$ cat src/rtl/opt_pass_scheduler.sv
// Round-robin scheduler for Or-opt route passes: one grant per pass, command at grant+1, done at grant+1+WORDS+DRAIN_CYC (+1 for OR1).
// Backpressure: req_ready is offered only in IDLE, so requesters hold their request until the scheduler is free.
module opt_pass_scheduler #(
  parameter int CITY_NUM  = 32,
  parameter int NREQ      = 4,
  parameter int DRAIN_CYC = 2,
  localparam int WORDS    = CITY_NUM / 8,
  localparam int IDW      = $clog2(NREQ)
) (
  input  logic               clk,
  input  logic               reset,
  input  logic [NREQ-1:0]    req_valid,
  input  logic [NREQ*2-1:0]  req_cmd,
  input  logic [NREQ*7-1:0]  req_k,
  input  logic [NREQ*7-1:0]  req_l,
  output logic [NREQ-1:0]    req_ready,
  output logic [1:0]         command,
  output logic [1:0]         opt_cmd,
  output logic [6:0]         opt_k,
  output logic [6:0]         opt_l,
  output logic [1:0]         opt_d_cmd,
  output logic [6:0]         opt_d_k,
  output logic [6:0]         opt_d_l,
  output logic               command_nop_d,
  output logic               busy,
  output logic               done_valid,
  output logic [IDW-1:0]     done_id,
  output logic               err
);

  localparam logic [1:0] CMD_NOP = 2'd0;
  localparam logic [1:0] CMD_THR = 2'd1;
  localparam logic [1:0] CMD_OR0 = 2'd2;
  localparam logic [1:0] CMD_OR1 = 2'd3;
  localparam int CNT_MAX = (WORDS > DRAIN_CYC) ? WORDS : DRAIN_CYC;
  localparam int CW      = $clog2(CNT_MAX) + 1;

  typedef enum logic [2:0] {S_IDLE, S_ISSUE, S_INIT, S_STREAM, S_DRAIN} state_t;

  state_t          r_state, w_state_nxt;
  logic [CW-1:0]   r_cnt, w_cnt_nxt;
  logic [IDW-1:0]  r_rr, r_id;
  logic            r_err;
  logic [1:0]      r_opt_cmd, r_opt_d_cmd;
  logic [6:0]      r_opt_k, r_opt_l, r_opt_d_k, r_opt_d_l;
  logic            r_nop_d;

  logic [NREQ-1:0] w_rot;
  logic            w_gnt_vld;
  logic [IDW-1:0]  w_off, w_gnt_id, w_rr_nxt;
  logic [IDW:0]    w_sum;
  logic [1:0]      w_cmd_a [NREQ];
  logic [6:0]      w_k_a   [NREQ];
  logic [6:0]      w_l_a   [NREQ];
  logic [1:0]      w_sel_cmd, w_lat_cmd;
  logic [6:0]      w_sel_k, w_sel_l;
  logic            w_lat_err, w_grant;

  always_comb begin
    for (int i = 0; i < NREQ; i++) begin
      w_cmd_a[i] = req_cmd[i*2 +: 2];
      w_k_a[i]   = req_k[i*7 +: 7];
      w_l_a[i]   = req_l[i*7 +: 7];
    end
  end

  // Rotate so bit 0 is the rr pointer; first set bit is the winner.
  always_comb begin
    w_rot     = NREQ'({req_valid, req_valid} >> r_rr);
    w_gnt_vld = 1'b0;
    w_off     = '0;
    for (int i = 0; i < NREQ; i++) begin
      if (!w_gnt_vld && w_rot[i]) begin
        w_gnt_vld = 1'b1;
        w_off     = IDW'(i);
      end
    end
    w_sum    = {1'b0, r_rr} + {1'b0, w_off};
    w_gnt_id = (w_sum >= (IDW+1)'(NREQ)) ? IDW'(w_sum - (IDW+1)'(NREQ)) : IDW'(w_sum);
    w_rr_nxt = (w_gnt_id == IDW'(NREQ-1)) ? '0 : w_gnt_id + IDW'(1);
    w_grant  = (r_state == S_IDLE) && w_gnt_vld;
    for (int i = 0; i < NREQ; i++) begin
      req_ready[i] = w_grant && (w_gnt_id == IDW'(i));
    end
  end

  // Malformed Or-opt requests degrade to a plain pass rather than stall the requester.
  always_comb begin
    w_sel_cmd = w_cmd_a[w_gnt_id];
    w_sel_k   = w_k_a[w_gnt_id];
    w_sel_l   = w_l_a[w_gnt_id];
    w_lat_cmd = CMD_THR;
    w_lat_err = 1'b0;
    case (w_sel_cmd)
      CMD_OR0: begin
        if ((w_sel_k < w_sel_l) && ({1'b0, w_sel_l} < 8'(CITY_NUM))) w_lat_cmd = CMD_OR0;
        else w_lat_err = 1'b1;
      end
      CMD_OR1: begin
        if ((w_sel_l < w_sel_k) && ({1'b0, w_sel_k} < 8'(CITY_NUM))) w_lat_cmd = CMD_OR1;
        else w_lat_err = 1'b1;
      end
      default: w_lat_cmd = CMD_THR;
    endcase
  end

  always_comb begin
    w_state_nxt = r_state;
    w_cnt_nxt   = r_cnt;
    command     = CMD_NOP;
    err         = 1'b0;
    done_valid  = 1'b0;
    case (r_state)
      S_IDLE: begin
        if (w_gnt_vld) w_state_nxt = S_ISSUE;
      end
      S_ISSUE: begin
        command     = r_opt_cmd;
        err         = r_err;
        w_cnt_nxt   = '0;
        w_state_nxt = (r_opt_cmd == CMD_OR1) ? S_INIT : S_STREAM;
      end
      S_INIT: begin
        w_cnt_nxt   = '0;
        w_state_nxt = S_STREAM;
      end
      S_STREAM: begin
        if (r_cnt == CW'(WORDS-1)) begin
          w_cnt_nxt   = '0;
          w_state_nxt = S_DRAIN;
        end else begin
          w_cnt_nxt = r_cnt + CW'(1);
        end
      end
      S_DRAIN: begin
        if (r_cnt == CW'(DRAIN_CYC-1)) begin
          done_valid  = 1'b1;
          w_state_nxt = S_IDLE;
        end else begin
          w_cnt_nxt = r_cnt + CW'(1);
        end
      end
      default: w_state_nxt = S_IDLE;
    endcase
  end

  always_ff @(posedge clk) begin
    if (reset) begin
      r_state     <= S_IDLE;
      r_cnt       <= '0;
      r_rr        <= '0;
      r_id        <= '0;
      r_err       <= 1'b0;
      r_opt_cmd   <= '0;
      r_opt_k     <= '0;
      r_opt_l     <= '0;
      r_opt_d_cmd <= '0;
      r_opt_d_k   <= '0;
      r_opt_d_l   <= '0;
      r_nop_d     <= 1'b1;
    end else begin
      r_state     <= w_state_nxt;
      r_cnt       <= w_cnt_nxt;
      r_opt_d_cmd <= r_opt_cmd;
      r_opt_d_k   <= r_opt_k;
      r_opt_d_l   <= r_opt_l;
      r_nop_d     <= (command == CMD_NOP);
      if (w_grant) begin
        r_id      <= w_gnt_id;
        r_rr      <= w_rr_nxt;
        r_err     <= w_lat_err;
        r_opt_cmd <= w_lat_cmd;
        r_opt_k   <= w_sel_k;
        r_opt_l   <= w_sel_l;
      end
    end
  end

  assign opt_cmd       = r_opt_cmd;
  assign opt_k         = r_opt_k;
  assign opt_l         = r_opt_l;
  assign opt_d_cmd     = r_opt_d_cmd;
  assign opt_d_k       = r_opt_d_k;
  assign opt_d_l       = r_opt_d_l;
  assign command_nop_d = r_nop_d;
  assign busy          = (r_state != S_IDLE);
  assign done_id       = r_id;

endmodule
$ cat config.mk
export PLATFORM = sky130hd
export DESIGN_NAME = opt_pass_scheduler
export DESIGN_NICKNAME = d
export VERILOG_FILES = /design/src/rtl/opt_pass_scheduler.sv
export SDC_FILE = /design/constraint.sdc
export NUM_CORES = 1
export LEC_CHECK = 0
export CORE_MARGIN = 2
export CORE_UTILIZATION = 41
export DETAILED_ROUTE_END_ITERATION = 7
export PLACE_DENSITY = 0.8
export SYNTH_ARGS = -nofsm -noshare
export SYNTH_HDL_FRONTEND = slang
export SYNTH_SLANG_ARGS = --single-unit
$ cat constraint.sdc
create_clock -name clk -period 6.8 [get_ports clk]
set_clock_uncertainty 0.2 [all_clocks]
set_input_delay 1.02 -clock clk [delete_from_list [all_inputs] [get_ports clk]]
set_output_delay 1.02 -clock clk [all_outputs]
set_load 0.005 [all_outputs]
==> flow_metrics.py <==
metrics = {
    "synthesis": {
        "synth_edf_count": 0,
        "ys_async_sr_fraction_pct": 0,
        "post-synth-top-count-cell": "dfxtp_1",
        "synth_top_cell_by_area": "dfxtp_1",
        "ys_seq_elements": 44,
        "avgSynthCellArea_um2": 9.47,
        "synthDistinctLibCells": 46,
        "synth_area_leaders": "dfxtp_1, mux4_2, ha_1",
        "syn-num-nets": 345,
        "yosysWarnings": 0,
        "synthFlopType": "dfxtp_1",
        "synth_common_cells": "dfxtp_1, nor2_1, nor2b_1",
        "syn-instance-count": 259,
        "syn-cell-area_um2": 2450,
        "yosysTopAreaCellShare_pct": 35.9,
        "seq_area_frac_synth_pct": 35.9,
    },
    "floorplan": {
        "die_w_um": 81.4,
        "core_area_um2": 5850,
        "die_area_um2": 6620,
        "initial_core_util_pct": 41.9,
        "fp-row-count": 28,
        "dieHeight_um": 81.4,
        "io-pin-count": 114,
    },
    "layout": {
        "drive_gt1_share_pct": 8.22,
        "antenna_cells": 0,
        "fin_cells": 440,
        "fin_nets": 450,
        "synthToLayoutAreaGrowth_pct": 52.1,
    },
    "detailed_routing": {
        "drcViolationCount": 0,
        "top_layer": "met4",
        "dr_wl_met3_um": 424,
        "wirelength_met1_mm": 2.75,
        "wire_per_inst_um": 14.2,
        "viasPerCell": 5.25,
        "drt-total-wl_mm": 6.24,
        "route.vias.total": 2312,
        "firstDrtPassIters": 4,
        "wl_met2_mm": 3.03,
        "drtIter0Drc": 72,
        "final_antenna_net_count": 0,
    },
    "timing": {
        "slew_headroom_pct": 32.2,
        "drv_slew": 0,
        "hold_viol_final": 0,
        "fin_tns_setup_ns": 0,
        "fmax_ghz": 0.184,
        "rsz0062_at_grt": "false",
        "fin_crit_sh_pct": 80.0,
        "setup_viol": 0,
        "period_minus_slack_ns": 5.44,
        "tightest_slew_ns": 1.01,
    },
    "cts": {
        "clockBufferDepth": 2,
        "clkLatencyLatePin_ns": 0.29,
        "cts_resized": 0,
        "cts_setup_buffers": 0,
        "cts_tree": "built",
        "root_buffer": "clkbuf_8",
        "path_clk_slew_ns": 0.08,
        "cts.sinks": 44,
        "cts_buffers": 5,
        "cts.hold.buffers_added": 0,
        "cts_max_level": 2,
    },
    "placement": {
        "dp.cells": 432,
        "numPortBuffers": 113,
        "routabilityCongestion": 0.828,
        "dp_hpwl_mm": 4.95,
    },
    "grt": {
        "grt_max_degree": 32,
        "antenna_found_initial": 0,
        "grt_pass1_vias": 2112,
        "overflow": 0,
        "grt_usage_pct": 19.0,
        "grt_pass1_wl_mm": 9.81,
    },
    "worst_hold_path": {
        "hold_class": "reg2reg",
        "hold_depth": 1,
    },
    "setup_path": {
        "critical_path.max_fanout": 19,
        "required_ns": 5.58,
        "start_kind": "input port",
        "end_kind": "output pin",
        "reg2reg_depth": 14,
        "critPathArrivalTime_ns": 4.22,
        "criticalPathCategory": "in2out",
    },
    "run_status": {
        "status": "completed",
    },
    "pwr": {
        "p_per_area_nw_per_um2": 285,
        "power.leakage_nw": 1.45,
        "peakVddDrop_uv": 149,
    },
    "flow_run": {
        "maxCapViolCount": 0,
    },
}
-- cell usage in the layout (no fill, tap or decap), types with 2 or more instances in the layout --
master,instances
nor3_1,5
o21ai_0,7
o31ai_1,2
ha_1,16
mux2i_1,2
clkbuf_8,5
nor2b_1,19
inv_1,17
mux2_2,2
a31oi_1,3
o211ai_1,3
buf_4,3
a22o_1,14
mux4_2,14
nand3_1,5
nor4_1,4
nor2_1,29
clkdlybuf4s50_1,113
a21oi_1,12
nand2_1,10
dfxtp_1,44
and3_1,3
and2_1,7
a32oi_1,2
a211oi_1,2
-- critical path, stage by stage --
cell and delay, ns:
clkdlybuf4s50_1 0.53, or4_1 0.54, o2111ai_1 0.10, ha_1 0.82
buf_4 0.34, inv_1 0.11, ha_1 0.18, and2_1 0.13
clkdlybuf4s50_1 0.44
-- cell type report --
class,instances,area [µm²]
clock buffer,6,72.6
sequential,44,881
timing repair buffer,116,1150
inverter,17,63.8
multi-input combinational,180,1430
fill,462,2120
tap,75,93.8
clock inverter,2,35.0
-- power breakdown --
part           leakage [nW]  internal [mW]  total [mW]  switching, mW
clock network        0.0552          0.109       0.196         0.0867
registers             0.360          0.293       0.316         0.0225
logic                  1.03          0.299       0.552          0.253
-- kinds of logic (layout without fill, tap and decap cells) --
kind of cell	after synthesis	count (layout)	synth area share, %
flip-flops	44	44	35.9
adder cells (fa/ha/maj)	16	16	8.16
AO/OA/AOI/OAI	54	54	15.9
XOR/XNOR	2	2	0.714
multiplexers	18	18	14.6
AND/OR/NAND/NOR	90	90	18.8
buffers and inverters	35	141	6.02
-- worst paths after layout --
path / endpoint / slack (ns) / startpoint
max: req_ready[2] / 1.36 / req_valid[0]
min: opt_d_k[5]$_SDFF_PP0_ / 0.28 / opt_k[5]$_SDFFE_PP0P_
max reg2reg: opt_cmd[1]$_SDFFE_PP0P_ / 2.35 / r_rr[0]$_SDFFE_PP0P_
min reg2reg: opt_d_k[5]$_SDFF_PP0_ / 0.28 / opt_k[5]$_SDFFE_PP0P_
-- layer usage --
layer | track usage [%] | vias to the layer above
li1 | - | 1135
met1 | 25.8 | 1083
met2 | 30.7 | 89
met3 | 5.00 | 5
met4 | 3.73 | 0
met5 | 0 | -
-- sequential cells by signal, indices dropped and copies added, names as in the netlist --
signal	count
r_rr	2
r_cnt	3
opt_cmd	2
r_state	3
done_id	2
opt_d_cmd	2
command_nop_d	1
opt_d_k	7
r_err	1
opt_l	7
opt_d_l	7
opt_k	7
-- through the flow --
| step | power, mW | hold slack [ns] | area (µm²) | setup slack (ns) | utilization (%) |
|---|---|---|---|---|---|
| floorplan | 0.679 | 0.253 | 2450 | 1.64 | - |
| global placement | 0.858 | 0.272 | 3620 | 1.27 | 62.0 |
| detailed placement | 0.873 | 0.271 | 3620 | 1.18 | 62.0 |
| CTS | 1.07 | 0.286 | 3730 | 1.30 | 63.8 |
| global route | 1.14 | 0.303 | 3730 | 1.06 | 63.8 |
| finish | 1.06 | 0.285 | 3730 | 1.36 | 63.8 |
Power figures use the tool's default switching activity.
